--- src/rtl/hex_entry_pkg.sv ---
// Shared types and constants for the pushbutton hex-entry block.
package hex_entry_pkg;

    typedef enum logic [1:0] {
        IDLE     = 2'd0,
        DEBOUNCE = 2'd1,
        RELEASE  = 2'd2
    } state_t;

    localparam int NUM_KEYS = 19;

    localparam logic [4:0] KEY_BACK  = 5'd16;
    localparam logic [4:0] KEY_CLEAR = 5'd17;
    localparam logic [4:0] KEY_ENTER = 5'd18;

    // Lowest-index pressed button wins when several are held together.
    function automatic logic [4:0] lowest_key(input logic [NUM_KEYS-1:0] v);
        logic [4:0] k;
        k = '0;
        for (int i = NUM_KEYS - 1; i >= 0; i--) begin
            if (v[i]) begin
                k = 5'(i);
            end
        end
        return k;
    endfunction

endpackage

--- src/rtl/hex_entry_pb_synchronizer.sv ---
// Two-flop synchroniser for a bus of independent asynchronous buttons.
module pb_synchronizer #(
    parameter int WIDTH = 19
) (
    input  logic             clk,
    input  logic             rst,
    input  logic [WIDTH-1:0] d,
    output logic [WIDTH-1:0] q
);

    logic [WIDTH-1:0] meta_q;
    logic [WIDTH-1:0] sync_q;

    // Each bit passes through two flops before anything downstream sees it.
    always_ff @(posedge clk or posedge rst) begin
        if (rst) begin
            meta_q <= '0;
            sync_q <= '0;
        end else begin
            meta_q <= d;
            sync_q <= meta_q;
        end
    end

    assign q = sync_q;

endmodule

--- src/rtl/hex_entry.sv ---
// Pushbuttons -> debounced key events -> live 8-digit hex buffer with ENTER commit.
module hex_entry
    import hex_entry_pkg::*;
#(
    parameter int DEBOUNCE_CYCLES = 100000
) (
    input  logic                clk,
    input  logic                rst,
    input  logic [NUM_KEYS-1:0] pb,
    output logic [31:0]         seq,
    output logic [7:0]          digit_en,
    output logic [3:0]          count,
    output logic [31:0]         value,
    output logic                entered,
    output logic                overflow
);

    localparam int CW = $clog2(DEBOUNCE_CYCLES + 1);
    localparam logic [CW-1:0] CNT_LAST = CW'(DEBOUNCE_CYCLES - 1);

    logic [NUM_KEYS-1:0] pb_s;

    state_t        state_q, state_d;
    logic [4:0]    key_q, key_d;
    logic [CW-1:0] cnt_q, cnt_d;
    logic [31:0]   seq_q, seq_d;
    logic [3:0]    count_q, count_d;
    logic [31:0]   value_q, value_d;
    logic          entered_q, entered_d;
    logic          overflow_q, overflow_d;

    pb_synchronizer #(
        .WIDTH(NUM_KEYS)
    ) u_sync (
        .clk(clk),
        .rst(rst),
        .d  (pb),
        .q  (pb_s)
    );

    // State, debounce counter and datapath registers.
    always_ff @(posedge clk or posedge rst) begin
        if (rst) begin
            state_q    <= IDLE;
            key_q      <= '0;
            cnt_q      <= '0;
            seq_q      <= '0;
            count_q    <= '0;
            value_q    <= '0;
            entered_q  <= 1'b0;
            overflow_q <= 1'b0;
        end else begin
            state_q    <= state_d;
            key_q      <= key_d;
            cnt_q      <= cnt_d;
            seq_q      <= seq_d;
            count_q    <= count_d;
            value_q    <= value_d;
            entered_q  <= entered_d;
            overflow_q <= overflow_d;
        end
    end

    // Debounce FSM; the key action is applied on the edge that leaves DEBOUNCE.
    always_comb begin
        state_d    = state_q;
        key_d      = key_q;
        cnt_d      = cnt_q;
        seq_d      = seq_q;
        count_d    = count_q;
        value_d    = value_q;
        entered_d  = 1'b0;
        overflow_d = 1'b0;

        case (state_q)
            IDLE: begin
                if (|pb_s) begin
                    key_d   = lowest_key(pb_s);
                    cnt_d   = '0;
                    state_d = DEBOUNCE;
                end
            end

            DEBOUNCE: begin
                if (!pb_s[key_q]) begin
                    // Bounce or glitch: drop it without any effect.
                    state_d = IDLE;
                end else if (cnt_q == CNT_LAST) begin
                    state_d = RELEASE;
                    cnt_d   = '0;
                    case (key_q)
                        KEY_BACK: begin
                            if (count_q != 4'd0) begin
                                seq_d   = seq_q >> 4;
                                count_d = count_q - 4'd1;
                            end
                        end
                        KEY_CLEAR: begin
                            seq_d   = '0;
                            count_d = '0;
                        end
                        KEY_ENTER: begin
                            value_d   = seq_q;
                            entered_d = 1'b1;
                            seq_d     = '0;
                            count_d   = '0;
                        end
                        default: begin
                            if (count_q == 4'd8) begin
                                overflow_d = 1'b1;
                            end else begin
                                seq_d   = {seq_q[27:0], key_q[3:0]};
                                count_d = count_q + 4'd1;
                            end
                        end
                    endcase
                end else begin
                    cnt_d = cnt_q + 1'b1;
                end
            end

            RELEASE: begin
                // Every button must be seen low for the full window before re-arming.
                if (|pb_s) begin
                    cnt_d = '0;
                end else if (cnt_q == CNT_LAST) begin
                    state_d = IDLE;
                end else begin
                    cnt_d = cnt_q + 1'b1;
                end
            end

            default: begin
                state_d = IDLE;
            end
        endcase
    end

    // Digit gi is lit whenever more than gi digits are held.
    generate
        for (genvar gi = 0; gi < 8; gi++) begin : g_digit_en
            assign digit_en[gi] = (count_q > 4'(gi));
        end
    endgenerate

    assign seq      = seq_q;
    assign count    = count_q;
    assign value    = value_q;
    assign entered  = entered_q;
    assign overflow = overflow_q;

endmodule
--- config.mk ---
export PLATFORM = sky130hd
export DESIGN_NAME = hex_entry
export DESIGN_NICKNAME = d
export VERILOG_FILES = /design/src/rtl/hex_entry_pkg.sv /design/src/rtl/hex_entry_pb_synchronizer.sv /design/src/rtl/hex_entry.sv
export SDC_FILE = /design/constraint.sdc
export NUM_CORES = 1
export LEC_CHECK = 0
export CORE_AREA = 2 2 110 112
export CTS_CLUSTER_SIZE = 16
export DETAILED_ROUTE_END_ITERATION = 7
export DIE_AREA = 0 0 112 114
export PLACE_DENSITY = 0.85
export SLEW_MARGIN = 20
export SYNTH_ARGS = -nofsm -noshare
export SYNTH_HDL_FRONTEND = slang
export SYNTH_SLANG_ARGS = --single-unit
--- constraint.sdc ---
create_clock -name clk -period 4.6 [get_ports clk]
set_input_delay 0.46 -clock clk [delete_from_list [all_inputs] [get_ports clk]]
set_output_delay 0.46 -clock clk [all_outputs]
set_load 0.1 [all_outputs]
* After elaboration in Yosys (flattened, before gate mapping)
Cells that the tools add are included.
** Cells by class
- Order comparisons :: 9
- Muxes and demuxes :: 48
- Add/sub/neg operators :: 3
- Reduce and logical (&&, ||, !) cells :: 11
- Eq/ne operators :: 15
** Operator list (count)
- $mux W5 :: 19
- $mux W17 :: 5
- $mux W32 :: 2
- $pmux W32 S2 :: 1
- $pmux W17 S3 :: 1
- $reduce_or A19 Y1 :: 1
- $add A17 B1 Y17 const B :: 1
- $eq A17 B17 Y1 const B :: 1
- $gt A4 B3 Y1 const B :: 4
- $eq A5 B5 Y1 const B :: 3
- $reduce_and A4 Y1 :: 3
- $mux W1 :: 10
- $mux W2 :: 5
- $ne A2 B2 Y1 const B :: 5
- $gt A4 B1 Y1 const B :: 2
- $gt A4 B2 Y1 const B :: 2
- $mux W4 :: 2
- $pmux W4 S2 :: 1
- $lt A5 B6 Y1 const B :: 1
- $ne A3 B3 Y1 const B :: 2
- $pmux W2 S3 :: 1
- $bmux W1 S5 :: 1
- $reduce_and A5 Y1 :: 1
- $add A4 B1 Y4 const B :: 1
- other kinds (11) :: 11
** Word-level totals
- Output and inout port bits :: 78
- Input bits :: 21
- Word-level logic and storage cells :: 96
- Flip-flop bits (word level) :: 132

* Logic depth before layout (Yosys ltp)
Gate-level depths: netlist of run 1.
- Depth in word-level cells :: 19
- Gate-level depth with buffers :: 11
- Gate-level depth less buffers :: 7

* Cells and area by module
From an unflattened synthesis of run 1, not the netlist that was laid out.
** Second synthesis, totals
- Cell total of the unflattened synthesis :: 525
- Area total of the unflattened synthesis :: 5980.7 µm²
** Modules (own cells, without submodules)
- hex_entry :: cells each 486, area each 5026.1 µm², times used 1, seq. area each 2352.3 µm²
- pb_synchronizer :: cells each 39, area each 954.7 µm², times used 1, seq. area each 950.9 µm²

* Worst setup path before layout of run 1
OpenSTA, ideal clock, no wires.
- Kind :: register to output
- From :: reg count_q[0] (netlist: count[0])
- To :: out digit_en[1]
- Path buffers :: 0
- Stages on the path, launching flop included :: 4
- Slack :: 0.473 ns
- Required time :: 4.140 ns
- Arrival time :: 3.667 ns
- Cell sequence :: dfrtp_1 inv_1 ha_1 o21ai_0
** Between the ends
- Word-level cells in the longest chain between the ends :: 1
** RTL lines
- start, declared :: RTL line hex_entry.sv:27 : logic [3:0] count_q, count_d;
- start signal, assigned :: RTL line hex_entry.sv:57 : count_q <= count_d;
- $gt A4 B1 Y1 :: RTL line hex_entry.sv:142 : assign digit_en[gi] = (count_q > 4'(gi));
- end, declared :: RTL line hex_entry.sv:11 : output logic [7:0] digit_en,
No other way between the ends.

* Worst setup path in the final report of run 1
- From :: reg key_q[0]
- To :: reg cnt_q[2]
** Between the ends
- Word-level cells in the longest chain between the ends :: 4
** RTL lines
- start, declared :: RTL line hex_entry.sv:24 : logic [4:0] key_q, key_d;
- start signal, assigned :: RTL line hex_entry.sv:54 : key_q <= key_d;
- $bmux W1 S5 :: RTL line hex_entry.sv:85 : if (!pb_s[key_q]) begin
- $mux W1 (implied by the code) :: RTL line hex_entry.sv:85
- $ne A2 B2 Y1 (no source line)
- $reduce_and A4 Y1 (no source line)
- end signal, assigned :: RTL line hex_entry.sv:55 : cnt_q <= cnt_d;
- end, declared :: RTL line hex_entry.sv:25 : logic [CW-1:0] cnt_q, cnt_d;
No other way between the ends. The select of a mux whose other input is x is not followed.
A chain may end at the register's enable or synchronous reset.

==> metrics, run 1 <==
CTS resizes=0; total grt overflow=0; Rows=40; Clock Path Buffers=2; Placer Congestion=~0.9; Mapped Nets=between 500 and 600; area share of the largest cell type after synthesis=a little over half; WP buf/inv=0; largest cells by area after synthesis=dfrtp_1 54%, mux2_1 5.5%, mux2_4 5.4%; count of final hold-check violations=0; die width=~110 um; slew margin rel.=30.9%; synthesized flop and latch total=132; final core occ=between 60% and 70%; GRT Util Overall=between 20% and 30%; Clock Sinks=between 100 and 150; Ys Warns=0; # hold bufs at CTS=0; CTS tree=done; status=finished clean; Synth Cell Area=6110 sq um; Cell Area, Placed=approximately 7100 sq um; vias in the first global route=~4400; Worst path slowest cell=dfrtp_1; Critical path origin=key_q[0]; setup repair bufs after CTS=0; DRT Pass-1 Iters=6; crit-path cells=mux4_2 -> nand2b_1 -> a32oi_1 -> and3_1 -> or3_1 -> o21ai_0; Slew Viols, Final=0; Worst-Margin Slew=just over 1 ns; Num CTS Buffers=17; RSZ-0062 raised after global routing=false; Starting Density=about 52%; die area=between 10000 and 15000 sq um; P&R area growth vs syn=26.7%; Total Power=between 3 and 4 mW; final setup violation count=0; Synth Flop Type=dfrtp_1; HP Class=reg2reg; Cells after Synth=~510; final instance area=between 7000 and 8000 sq um; DRC=0; Root Driver=clkbuf_16; Ant. Diodes=0; via count=roughly 4500; Period minus WS final=roughly 3.3 ns; Fmax=303 MHz; Antenna Violating Nets Remaining=0; Worst Path Required=approximately 4.9 ns; largest net degree at the start of global routing=94; peak supply drop=slightly below 200 uV; Fin Hold WS=between 0.3 and 0.4 ns; period utilisation layout=a little under three quarters; layout cells sized above 1=between 10% and 20%; crit start category=flop; Max Cap Violations=0; syn avg cell area=roughly 12 sq um; multi-input logic area=approximately 2500 sq um; Min-Delay Startpoint=u_sync.meta_q[6]; critical path fanouts, max=20; core footprint=around 12000 sq um; Fillers=between 800 and 900; first-pass GRT wire length=roughly 22000 um; most common cell after layout, fill and taps aside=dfrtp_1; I/O Pins=99; Final nets=631; post-DR vias/cell=5.85; CTS H-Tree Depth=4; EDFF count, synth=0; initial antenna violation count=0; WL/cell=17.3 um; CP peak stage delay=roughly 0.77 ns; DRT iter0 DRCs=353; power density over the cells=409 nW/um^2; HPWL after DPL=around 8700 um; Worst Skew=roughly 0.011 ns; r2r startpoint=key_q[0]; Seq/Total Area, Yosys=between 50% and 60%; most frequent cells in the layout=132 x dfrtp_1, 98 x clkdlybuf4s50_1, 33 x nand2_1; LEAKAGE=about 3.6 nW; Total Neg Setup Slack=0 ns; Crit. End Element=flop; Yosys cell types=55; Async SR Flop Fraction=between 90% and 100%; clk_lat worst skew=slightly above 0.4 ns; Register Area=about 3300 sq um; Die Y-Extent=114 um; Port Buffers=98; CP Class=reg2reg; area leader, netlist=dfrtp_1; final WL=roughly 13000 um; clock-pin slew on the worst setup and hold paths=approximately 0.060 ns; crit path DAT=around 3.6 ns; CP top delay family=simple AND/OR/NAND/NOR gates
-- report_power, final --
| part | switching [mW] | internal [mW] |
|---|---|---|
| registers | 0.0762 | 1.20 |
| logic | 0.359 | 0.178 |
| clock network | 0.512 | 0.834 |
| total | 0.947 | 2.22 |
-- registers in the layout, summed over array words and instances, names as in the netlist --
register	flops
key_q	5
seq	32
u_sync.q	19
count	4
u_sync.meta_q	19
cnt_q	17
overflow	1
state_q	2
value	32
entered	1
-- final timing paths --
kind	slack (ns)	cells after the start	to
setup reg to reg	1.29	6	cnt_q[2]
min in group asynchronous	0.59	2	value[8]
hold / removal	0.34	0	u_sync.q[6]
hold reg to reg	0.34	0	u_sync.q[6]
setup / recovery	1.29	6	cnt_q[2]
max in group asynchronous	3.02	3	u_sync.q[2]
-- metrics by stage --
stage	setup slack, ns	std cells
floorplan	0.473	507
global placement	1.44	729
detailed placement	1.36	729
CTS	1.31	761
global route	1.08	761
finish	1.29	761
-- cell families after synthesis --
kind of cell / share of synthesized area [%]
buffers and inverters: 4.87
multiplexers: 14.9
adder cells (fa/ha/maj): 1.84
AND/OR/NAND/NOR: 10.8
XOR/XNOR: 0.143
AO/OA/AOI/OAI: 13.4
flip-flops: 54.1
-- layer usage --
metal | wire (um) | GRT usage [%]
met5 | 0 | 0
met4 | 163 | 7.07
met3 | 744 | 5.74
met2 | 6760 | 37.1
met1 | 5490 | 26.8
-- Yosys cell counts (3+ instances only) --
cell type  count
nand4_1        5
inv_1         25
nand2_1       33
nor4_1         8
ha_1           9
buf_2          4
nor3_1         4
o21ai_0       18
a211oi_1       3
a22oi_1        3
buf_4          5
nor2_1        30
and2_1         5
a31oi_1        5
nand2b_1       7
nor2b_1        3
o41ai_1        5
dfrtp_1      132
a21oi_1        9
mux2i_1       12
mux2_4        22
buf_6          6
a22o_1        25
o31ai_1       30
mux2_1        30
and3_1         7
clkbuf_1      11
nand3_1        9
mux2_2         7
-- area by class of cell --
cell class | count | area share [%]
repair buffers | 104 | 13.3
well taps | 147 | 2.38
flip-flops and latches | 132 | 42.7
clock inverters | 13 | 1.91
multi-input cells | 320 | 32.6
clock buffers | 19 | 5.85
inverters | 26 | 1.33
Power figures use the tool's default switching activity.
==> inputs of run 2 (changes only) <==
--- a/config.mk
+++ b/config.mk
@@ -5,11 +5,11 @@
 export SDC_FILE = /design/constraint.sdc
 export NUM_CORES = 1
 export LEC_CHECK = 0
-export CORE_AREA = 2 2 110 112
+export CORE_AREA = 2 2 116 118
 export CTS_CLUSTER_SIZE = 16
 export DETAILED_ROUTE_END_ITERATION = 7
-export DIE_AREA = 0 0 112 114
-export PLACE_DENSITY = 0.85
+export DIE_AREA = 0 0 118 120
+export PLACE_DENSITY = 0.81
 export SLEW_MARGIN = 20
 export SYNTH_ARGS = -nofsm -noshare
 export SYNTH_HDL_FRONTEND = slang
==> constraint.sdc (replaced) <==
create_clock -name clk -period 2.8 [get_ports clk]
set_input_delay 0.28 -clock clk [delete_from_list [all_inputs] [get_ports clk]]
set_output_delay 0.28 -clock clk [all_outputs]
set_load 0.1 [all_outputs]
==> metrics, run 2 (synthesis results as in run 1) <==
status=finished clean; WP buf/inv=3; Slew Viols, Final=0; CTS H-Tree Depth=4; crit-path cells=or3b_1 -> clkinv_1 -> a32oi_1 -> and2_1 -> buf_4 -> nor3_4 -> buf_12 -> mux2_1; Flop pwr share=about 39%; Clk pwr share=about two fifths; # hold bufs at CTS=0; internal power=around 3.8 mW; switching power=between 1.5 and 2 mW; most frequent cells in the layout=132 x dfrtp_1, 91 x buf_4, 33 x nand2_1; layout cells sized above 1=a little over a quarter; slew margin rel.=55.4%; final setup violation count=0; Placer Congestion=~0.89; Comb power frac=about 19%; GR met2 Demand/Resource=31.4%; R2R cell count=8; period utilisation layout=93.0%; via count=around 4500; final WL=roughly 13000 um; Worst-Margin Slew=about 0.67 ns; GR Util met1=around a quarter; Cell Count, Final, Fillers Out=around 800; Worst path depth=8; Critical path origin=key_q[2]; Die Y-Extent=roughly 120 um; GRT Util Overall=around a fifth; vias in the first global route=4370; CP top delay family=simple AND/OR/NAND/NOR gates; P&R area growth vs syn=26.3%; most common cell after layout, fill and taps aside=dfrtp_1; HP Class=in2reg; Final nets=between 600 and 700; Antenna Violating Nets Remaining=0; core footprint=between 10000 and 15000 sq um; HPWL after DPL=between 8000 and 9000 um; Total Power=approximately 5.3 mW; final worst slack=between 0.15 and 0.2 ns; Worst Path Required=just over 3 ns; RR Endpoint=value[8]; Period minus WS final=2.60 ns; DRT Pass-1 Iters=5; crit path DAT=~2.9 ns; total grt overflow=0; r2r startpoint=key_q[2]; I/O Pins=99; CP Class=reg2reg; clock-pin slew on the worst setup and hold paths=0.06 ns; LEAKAGE=3.82 nW; Fmax=around 380 MHz; RSZ-0062 raised after global routing=false; Port Buffers=98; Crit. End Element=flop; CTS tree=done; Max Cap Violations=0; Sw Ratio=between 20% and 30%; Num CTS Buffers=17; DRC=0; Clock Sinks=about 130; clk_lat worst skew=between 0.4 and 0.5 ns; critical path fanouts, max=25; CP peak stage delay=roughly 0.53 ns; die width=between 100 and 150 um; Fillers=994; peak supply drop=roughly 430 uV; largest net degree at the start of global routing=approximately 130; GRT met3 Usage=under 10%; count of final hold-check violations=0; WL/cell=roughly 16 um; Starting Density=between 40% and 50%; power density over the cells=approximately 690 nW/um^2; crit start category=flop; pre-CTS setup slack=between 0.2 and 0.25 ns; first-pass GRT wire length=between 20000 and 25000 um; Total Neg Setup Slack=0 ns; initial antenna violation count=0; post-DR vias/cell=roughly 5.6; die area=between 10000 and 15000 sq um; final instance area=between 7000 and 8000 sq um; Root Driver=clkbuf_16; Ant. Diodes=0; Cell Area, Placed=between 7000 and 8000 sq um; Rows=42; DRT iter0 DRCs=between 300 and 400; busiest grt layer=met2; Worst Skew=between 0.006 and 0.007 ns; Post-Place Cells=about 770; Worst Setup EP=value[8]; Worst path slowest cell=or3b_1; Worst R2R Setup Slack=between 0.15 and 0.2 ns; Clock Path Buffers=2
-- run 2: repair_timing --
item,4_1_cts,5_1_grt
hold endpoints to repair,0,0
setup endpoints to repair,0,28
gates resized for setup,0,3
setup buffers,0,0
-- run 2: final cells by class --
type | instances | area, sq um | area share (%)
sequential | 132 | 3300 | 42.8
timing repair buffer | 114 | 943 | 12.2
clock buffer | 18 | 439 | 5.69
inverter | 26 | 101 | 1.31
multi-input combinational | 320 | 2550 | 33.0
tap | 176 | 220 | 2.86
clock inverter | 13 | 158 | 2.04
-- run 2: metal layers --
metal  share of wire, %  up-vias
met5                  0        -
met3                5.3       28
met1                 44     2227
li1                   -     2069
met4                1.7        0
met2                 49      157
-- run 2: how the worst min path moves through the flow --
stage / from / end / cells after the start
floorplan: pb[0] / u_sync.meta_q[0] / 0
global placement: u_sync.meta_q[4] / u_sync.q[4] / 0
detailed placement: u_sync.meta_q[10] / u_sync.q[10] / 0
CTS: pb[12] / u_sync.meta_q[12] / 1
global route: pb[18] / u_sync.meta_q[18] / 1
finish: pb[13] / u_sync.meta_q[13] / 1
-- run 2: power by group through the flow --
stage | clock, mW | sequential [mW] | combinational (mW)
floorplan | 0 | 2.06 | 0.825
global placement | 0 | 2.10 | 0.951
detailed placement | 0 | 2.10 | 0.989
CTS | 2.27 | 2.07 | 0.995
global route | 2.35 | 2.08 | 1.13
finish | 2.23 | 2.07 | 1.03
-- run 2: worst register-to-register path, cell delays in order, from the launching register on --
cell and delay, ns:
dfrtp_1 0.47, or3b_1 0.53, clkinv_1 0.08, a32oi_1 0.06
and2_1 0.19, buf_4 0.16, nor3_4 0.38, buf_12 0.24
mux2_1 0.35
-- run 2: metrics by stage --
| step | utilization, % | hold slack [ns] |
|---|---|---|
| final | 59.4 | 0.299 |
| after global routing | 59.4 | 0.287 |
| after CTS | 59.2 | 0.291 |
| after detailed placement | 54.6 | 0.335 |
| after global placement | 54.6 | 0.336 |
| after floorplan | - | 0.311 |
==> inputs of run 3 (changes only) <==
--- a/config.mk
+++ b/config.mk
@@ -9,6 +9,7 @@
 export CTS_CLUSTER_SIZE = 16
 export DETAILED_ROUTE_END_ITERATION = 7
 export DIE_AREA = 0 0 118 120
+export MAX_ROUTING_LAYER = met4
 export PLACE_DENSITY = 0.81
 export SLEW_MARGIN = 20
 export SYNTH_ARGS = -nofsm -noshare
==> metrics, run 3 (synthesis results as in run 1) <==
Sw Ratio=between 20 and 30%; Critical path origin=key_q[3]; status=finished clean; Rows=42; most common cell after layout, fill and taps aside=dfrtp_1; final setup violation count=0; internal power=between 3 and 4 mW; Die Y-Extent=roughly 120 um; die area=about 14000 sq um; Root Driver=clkbuf_16; final WL=12900 um; via count=about 4500; Final nets=640; Placer Congestion=approximately 0.9; final instance area=7730 sq um; GRT Util Overall=about a fifth; Worst Setup EP=value[7]; vias in the first global route=4233; clk_lat worst skew=approximately 0.42 ns; Antenna Violating Nets Remaining=0; Cell Area, Placed=~7100 sq um; pre-CTS setup slack=slightly above 0.2 ns; WL/cell=between 15 and 20 um; DRT Pass-1 Iters=5; largest net degree at the start of global routing=133; Clock Sinks=between 100 and 150; crit-path cells=or3b_1 -> clkinv_1 -> a32oi_1 -> and2_1 -> buf_4 -> nor3_4 -> buf_12 -> mux2_1; slew margin rel.=roughly half; Worst-Margin Slew=between 0.7 and 0.8 ns; Num CTS Buffers=17; Starting Density=between 40% and 50%; initial antenna violation count=0; Slew Viols, Final=0; Port Buffers=between 90 and 100; Crit. End Element=flop; Ant. Diodes=0; CTS H-Tree Depth=4; crit path DAT=roughly 2.9 ns; R2R cell count=8; Register Area=3300 sq um; DRC=0; Min-Delay Startpoint=pb[4]; Clk pwr share=a little over two fifths; DRT iter0 DRCs=approximately 380; most frequent cells in the layout=131 x dfrtp_1, 90 x buf_4, 33 x nand2_1; Worst Skew=0.0115 ns; CP peak stage delay=about 0.55 ns; crit start category=flop; peak supply drop=roughly 440 uV; P&R area growth vs syn=26.5%; HP Class=in2reg; I/O Pins=99; Worst path slowest cell=or3b_1; final worst slack=0.212 ns; RR Endpoint=value[7]; RSZ-0062 raised after global routing=false; Comb power frac=between 10% and 20%; layout cells sized above 1=27.0%; Worst R2R Setup Slack=~0.21 ns; r2r startpoint=key_q[3]; HPWL after DPL=~8600 um; CTS tree=done; multi-input logic area=2550 sq um; clock-pin slew on the worst setup and hold paths=about 0.060 ns; Fillers=between 1000 and 1500; power density over the cells=approximately 690 nW/um^2; Max Cap Violations=0; core footprint=~13000 sq um; count of final hold-check violations=0; total grt overflow=0; Worst Path Required=slightly above 3 ns; period utilisation layout=about 92%; CP Class=reg2reg; Flop pwr share=38.7%; Period minus WS final=approximately 2.6 ns; post-DR vias/cell=about 5.6; switching power=between 1.5 and 2 mW; Clock Path Buffers=2; critical path fanouts, max=25; Fmax=just under 400 MHz; LEAKAGE=3.81 nW; die width=118 um; first-pass GRT wire length=around 21000 um
==> run 3: cell count changes in the layout (fill, tap and decap cells not counted), moves of 2 or more <==
cell	delta
clkbuf_1	+2
nor4_1	-3
clkinv_2	-3
nor4_2	+3
==> run 3: what timing repair did <==
item	in CTS	in global routing
setup endpoints to repair	0	2
buffers inserted	0	0
resized for setup	0	6
hold buffers	0	0
==> run 3: metrics by stage <==
step	util (%)	power, mW	TNS [ns]	hold WS, ns	std cells
after floorplan	-	2.88	-0.551	0.311	507
after global routing	59.5	5.62	0	0.288	799
after CTS	59.3	5.37	0	0.285	799
after global placement	54.6	3.05	0	0.336	767
final	59.5	5.36	0	0.298	799
after detailed placement	54.6	3.08	0	0.336	767
==> run 3: power groups by stage <==
stage | clock network [mW] | registers (mW) | logic, mW
final | 2.28 | 2.08 | 1.01
after global routing | 2.41 | 2.09 | 1.12
after CTS | 2.31 | 2.07 | 0.995
after detailed placement | 0 | 2.10 | 0.981
after global placement | 0 | 2.10 | 0.952
after floorplan | 0 | 2.06 | 0.825
==> run 3: worst min-delay path by stage <==
stage,cells after the start,slack (ns),end
floorplan,0,0.31,u_sync.meta_q[0]
global placement,0,0.34,u_sync.q[7]
detailed placement,0,0.34,u_sync.q[1]
CTS,1,0.29,u_sync.meta_q[12]
global route,1,0.29,u_sync.meta_q[11]
finish,1,0.30,u_sync.meta_q[4]
==> run 3: cell type report <==
cell class,instances,share of cell area (%)
Clock buffer,21,5.96
Clock inverter,11,1.94
Inverter,26,1.31
Multi-Input combinational cell,320,33.1
Sequential cell,132,42.8
Tap cell,176,2.85
Timing Repair Buffer,113,12.1
==> run 3: worst max-delay path: cells and delay by family (launching register included) <==
family                 cells  cell delay, ns
AND/OR/NAND/NOR            3            1.10
buffers and inverters      3            0.49
AO/OA/AOI/OAI              1            0.07
flip-flops                 1            0.46
multiplexers               1            0.34
==> run 3: per-layer routing <==
layer | global-route usage, % | up-vias | wire length [um]
met1 | 24.9 | 2242 | 5670
met2 | 31.2 | 152 | 6430
met5 | - | - | 0
met4 | 6.78 | 0 | 210
met3 | 4.56 | 23 | 623
li1 | - | 2065 | -
